--- config.mk ---
export PLATFORM = sky130hd
export DESIGN_NAME = instr_fetch_unit
export DESIGN_NICKNAME = d
export VERILOG_FILES = /design/src/rtl/instr_fetch_unit.sv
export SDC_FILE = /design/constraint.sdc
export NUM_CORES = 1
export LEC_CHECK = 0
export BUFFER_PORTS_ARGS = -buffer_cell sky130_fd_sc_hd__buf_2
export CAP_MARGIN = 20
export CORE_UTILIZATION = 55
export CTS_CLUSTER_DIAMETER = 120
export DETAILED_ROUTE_END_ITERATION = 10
export PLACE_DENSITY = 0.76
export SLEW_MARGIN = 20
export SYNTH_ARGS = -nofsm -noshare
export SYNTH_HDL_FRONTEND = slang
export SYNTH_SLANG_ARGS = --single-unit
--- constraint.sdc ---
create_clock -name clk -period 13.6 [get_ports clk]
set_clock_uncertainty 0.1 [all_clocks]
set_input_delay 2.72 -clock clk [delete_from_list [all_inputs] [get_ports clk]]
set_output_delay 2.72 -clock clk [all_outputs]
set_load 0.01 [all_outputs]
--- src/rtl/instr_fetch_unit.sv ---
// Fetch stage: issues in-order instruction memory requests at the current PC and buffers
// returned words with their PCs in a small FIFO feeding decode over valid/ready.
module instr_fetch_unit #(
  parameter int XLEN       = 32,
  parameter int FIFO_DEPTH = 4,
  parameter int MAX_OUT    = 2
) (
  input  logic            clk,
  input  logic            rst,
  input  logic [XLEN-1:0] pc,
  output logic            pc_inc,
  input  logic            redirect,
  output logic            imem_req,
  output logic [XLEN-1:0] imem_addr,
  input  logic            imem_gnt,
  input  logic            imem_rvalid,
  input  logic [XLEN-1:0] imem_rdata,
  output logic            instr_valid,
  input  logic            instr_ready,
  output logic [XLEN-1:0] instr,
  output logic [XLEN-1:0] instr_pc
);

  localparam int PW = $clog2(FIFO_DEPTH);
  localparam int CW = PW + 1;
  localparam int OW = $clog2(MAX_OUT + 1);
  localparam int QW = (MAX_OUT > 1) ? $clog2(MAX_OUT) : 1;
  localparam logic [CW:0]   DEPTH_W = (CW+1)'(FIFO_DEPTH);
  localparam logic [OW:0]   MAXO_W  = (OW+1)'(MAX_OUT);
  localparam logic [QW-1:0] QLAST   = QW'(MAX_OUT - 1);

  logic [XLEN-1:0] fifo_word [FIFO_DEPTH];
  logic [XLEN-1:0] fifo_pc   [FIFO_DEPTH];
  logic [PW-1:0]   wr_ptr;
  logic [PW-1:0]   rd_ptr;
  logic [CW-1:0]   count;

  logic [XLEN-1:0] q_pc [MAX_OUT];
  logic [QW-1:0]   q_wr;
  logic [QW-1:0]   q_rd;
  logic [OW-1:0]   outstanding;
  logic [OW-1:0]   discard;

  logic [CW:0] occupancy;
  logic [OW:0] pending;
  logic        fire;
  logic        rsp_take;
  logic        rsp_keep;
  logic        push;
  logic        pop;

  function automatic logic [QW-1:0] q_next(input logic [QW-1:0] p);
    return (p == QLAST) ? '0 : p + 1'b1;
  endfunction

  // Requests are only issued when every outstanding word is guaranteed a FIFO slot,
  // which also keeps a pending request stable until granted.
  always_comb begin
    occupancy   = {1'b0, count} + (CW+1)'(outstanding);
    pending     = {1'b0, outstanding} + {1'b0, discard};
    imem_req    = !rst && !redirect && (occupancy < DEPTH_W) && (pending < MAXO_W);
    imem_addr   = pc;
    fire        = imem_req && imem_gnt;
    pc_inc      = fire;
    rsp_take    = imem_rvalid && (pending != '0);
    rsp_keep    = rsp_take && (discard == '0);
    instr_valid = (count != '0);
    push        = rsp_keep && !redirect;
    pop         = instr_valid && instr_ready && !redirect;
    instr       = instr_valid ? fifo_word[rd_ptr] : '0;
    instr_pc    = instr_valid ? fifo_pc[rd_ptr]   : '0;
  end

  always_ff @(posedge clk or posedge rst) begin
    if (rst) begin
      wr_ptr <= '0;
      rd_ptr <= '0;
      count  <= '0;
      for (int i = 0; i < FIFO_DEPTH; i++) begin
        fifo_word[i] <= '0;
        fifo_pc[i]   <= '0;
      end
    end else if (redirect) begin
      wr_ptr <= '0;
      rd_ptr <= '0;
      count  <= '0;
    end else begin
      if (push) begin
        fifo_word[wr_ptr] <= imem_rdata;
        fifo_pc[wr_ptr]   <= q_pc[q_rd];
        wr_ptr            <= wr_ptr + 1'b1;
      end
      if (pop) begin
        rd_ptr <= rd_ptr + 1'b1;
      end
      if (push && !pop) begin
        count <= count + 1'b1;
      end else if (!push && pop) begin
        count <= count - 1'b1;
      end
    end
  end

  // A redirect turns every live request into a word to be dropped on return.
  always_ff @(posedge clk or posedge rst) begin
    if (rst) begin
      q_wr        <= '0;
      q_rd        <= '0;
      outstanding <= '0;
      discard     <= '0;
      for (int i = 0; i < MAX_OUT; i++) begin
        q_pc[i] <= '0;
      end
    end else if (redirect) begin
      q_wr        <= '0;
      q_rd        <= '0;
      outstanding <= '0;
      discard     <= discard + outstanding - OW'(rsp_take);
    end else begin
      if (fire) begin
        q_pc[q_wr] <= pc;
        q_wr       <= q_next(q_wr);
      end
      if (rsp_keep) begin
        q_rd <= q_next(q_rd);
      end
      if (rsp_take && (discard != '0)) begin
        discard <= discard - 1'b1;
      end
      if (fire && !rsp_keep) begin
        outstanding <= outstanding + 1'b1;
      end else if (!fire && rsp_keep) begin
        outstanding <= outstanding - 1'b1;
      end
    end
  end

  rvalid_without_request: assert property (
    @(posedge clk) disable iff (rst) imem_rvalid |-> (pending != '0)
  );

endmodule

==> impl_metrics.toml <==
[timing]
fin_ws_ns = 7.02
slew_violations = 0
max_freq_ghz = 0.152
relSlewSlack = 0.236
setup_tns_ns = 0
worst_pin_slew_ns = 1.15
hold_viol_final = 0
fin_crit_ns = 6.58
period_share = 0.484
rsz0062_at_grt = "no"
setup_viol_count_final = 0

[setup_path]
regToRegSetupSlack_ns = 9.77
cp_cell_sequence = "buf_2, nor4_4, nand4_4, inv_2, buf_2"
critical-path-slowest-cell = "nor4_4"
end_kind = "output port"
r2r-end = "fifo_word[98]$_DFFE_PP0P_"
cp_common_cell = "buf_2"
critPathMaxFanout = 16
cpPeakStageDelay_ns = 0.37
rr_worst_depth = 7
r2r-start = "outstanding[0]$_DFFE_PP0P_"
worstSetupPathType = "in -> out"
start_kind = "primary input"
cp.required_ns = 10.78
arrival_ns = 3.76

[final_layout]
layout.nets = 1335
design_area_mm2 = 0.0173
final_cell_mix = "330 x dfrtp_1, 168 x buf_2, 161 x mux2_2"
final_common_cell = "dfrtp_1"
fillers = 2018
final_cells = 1623
syn_to_final_growth_pct = 14.1
final_util = 0.641
drive_gt1_frac = 0.397

[synthesis]
synth_edf_count = 0
syn_nets = 1224
synth.avg_cell_area_um2 = 13.3
async_reset_ff_frac = 1.00
yosysWarningCount = 0
synth_cell_types = 43
ys_seq_elements = 333
synth_cells = 1142
seq_area_frac_synth = 0.549
syn_area_mm2 = 0.0152
synthFlopType = "dfrtp_1"

[pwr]
p_per_area_mw_per_mm2 = 208
internal-power_mw = 2.50
pwr-share-comb = 0.303
ir_drop_uv = 144
p_sw_frac = 0.306
clock_power_share = 0.298
power.switching_mw = 1.10
p_leak_nw = 8.30
seqPwrFrac = 0.399

[global_routing]
grt_usage = 0.224
antenna_found_initial = 1
grt_pass1_vias = 9499
grt_start_max_net_pins = 104
grt_overflow = 0
grt_pass1_wl_mm = 50.2

[die]
die_x_um = 168
start_util = 0.562
dieArea_mm2 = 0.0283
coreArea_mm2 = 0.0270
die_h_um = 168
core.rowCount = 60
io_pins = 169

[detailed_routing]
drt_iter0_markers = 577
ant_nets = 0
drc = 0
routed-via-count = 9086
drtPass1Iterations = 5
routedWlPerCell_um = 18.7
vias_per_cell = 5.60
routed_wl_mm = 30.3

[clock_network]
ctsHoldBuffers = 0
cts_root_buf = "clkbuf_16"
cts_sinks = 333
clkSlewWorstSetupHoldPaths_ns = 0.06
cts.repair.resized = 0
htree_levels = 2
cts_buffer_depth = 3
insertion_delay_ns = 0.52
cts_inserted_buffers = 37
cts_setup_buffers = 0
cts_tree = "built"

[run]
drv_cap = 0

[place]
gp_congestion = 0.761
dp.cells = 1554
port-buffer-count = 168
dp_worst_setup_slack_ns = 7.03
dpl_cell_area_mm2 = 0.0160
dp_hpwl_mm = 17.6

[worst_hold_path]
hold_start = "fifo_pc[56]$_DFFE_PP0P_"
hp-class = "reg -> reg"
worstHoldEndpoint = "fifo_pc[56]$_DFFE_PP0P_"
hold-path-cell-count = 2

[outcome]
outcome = "finished clean"
-- cell usage after synthesis (2+ instances only) --
cell | number | area [um2]
nand3_1 | 4 | 20.0
buf_1 | 5 | 18.8
mux2_1 | 2 | 22.5
mux2_4 | 30 | 450
mux4_2 | 64 | 1440
xor2_1 | 6 | 52.6
dfrtp_1 | 333 | 8330
nand2_1 | 130 | 488
nand2b_1 | 2 | 12.5
o21ai_0 | 131 | 656
buf_4 | 35 | 263
ha_1 | 10 | 125
clkbuf_1 | 32 | 120
xnor2_1 | 5 | 43.8
buf_2 | 33 | 165
inv_1 | 11 | 41.3
and2_1 | 66 | 413
nand4_1 | 9 | 56.3
mux2i_1 | 35 | 350
buf_6 | 3 | 33.8
nand3b_1 | 2 | 15.0
nor2_1 | 10 | 37.5
nor4b_1 | 2 | 17.5
fa_1 | 2 | 40.0
and3_1 | 2 | 12.5
mux2_2 | 161 | 1810
-- worst max-delay path, delay by kind of cell --
| family | cells | cell delay, ns |
|---|---|---|
| and+or+nand+nor | 2 | 0.59 |
| buffers and inverters | 3 | 0.45 |
-- flip-flops by register name, indices dropped and copies added (netlist names) --
| register | cells |
|---|---|
| count | 3 |
| fifo_pc | 128 |
| q_rd | 1 |
| q_pc | 64 |
| q_wr | 1 |
| wr_ptr | 2 |
| fifo_word | 128 |
| outstanding | 2 |
| discard | 2 |
| rd_ptr | 2 |
-- area by class of cell --
| cell class | instances | area [um2] | share of cell area |
|---|---|---|---|
| Tap cell | 341 | 427 | 0.0246 |
| Antenna cell | 1 | 2.50 | 0.000144 |
| Clock inverter | 14 | 208 | 0.0120 |
| Clock buffer | 53 | 1130 | 0.0651 |
| Multi-Input combinational cell | 689 | 6220 | 0.359 |
| Timing Repair Buffer | 180 | 955 | 0.0551 |
| Inverter | 12 | 52.6 | 0.00303 |
| Sequential cell | 333 | 8340 | 0.481 |
-- how the worst max path moves through the flow --
stage	from	end	slack, ns	cells past startpoint
2_1_floorplan	rst	count[0]$_DFFE_PP0P_	1.56	1
3_3_place_gp	redirect	pc_inc	7.05	5
3_5_place_dp	redirect	pc_inc	7.03	5
4_1_cts	redirect	pc_inc	7.02	5
5_1_grt	redirect	pc_inc	6.96	5
6_report	redirect	pc_inc	7.02	5
-- metrics by stage --
step                      total power [mW]  hold slack, ns
after CTS                             3.64           0.381
after floorplan                       2.23           0.345
after global routing                  3.81           0.398
final                                 3.60           0.375
after global placement                2.52           0.356
after detailed placement              2.56           0.368
-- cell families after synthesis --
kind of cell,Yosys count,synth area share
AO/OA/AOI/OAI,138,0.0466
flip-flops,333,0.549
buffers and inverters,120,0.0425
multiplexers,292,0.268
XOR/XNOR,11,0.00634
AND/OR/NAND/NOR,236,0.0768
adder cells (fa/ha/maj),12,0.0109
-- power groups by stage --
stage	Clock (mW)	Combinational [mW]	Sequential, mW
after detailed placement	0	1.11	1.45
after global routing	1.13	1.20	1.47
final	1.07	1.09	1.44
after CTS	1.10	1.11	1.44
after global placement	0	1.08	1.44
after floorplan	0	0.874	1.35
-- metal layers --
| metal | vias to the layer above | track usage | routed length [um] |
|---|---|---|---|
| li1 | 4230 | - | - |
| met1 | 4630 | 0.303 | 13600 |
| met2 | 186 | 0.379 | 15000 |
| met3 | 40 | 0.0374 | 1240 |
| met4 | 0 | 0.0569 | 533 |
| met5 | - | 0 | 0 |
Power figures use the tool's default switching activity.
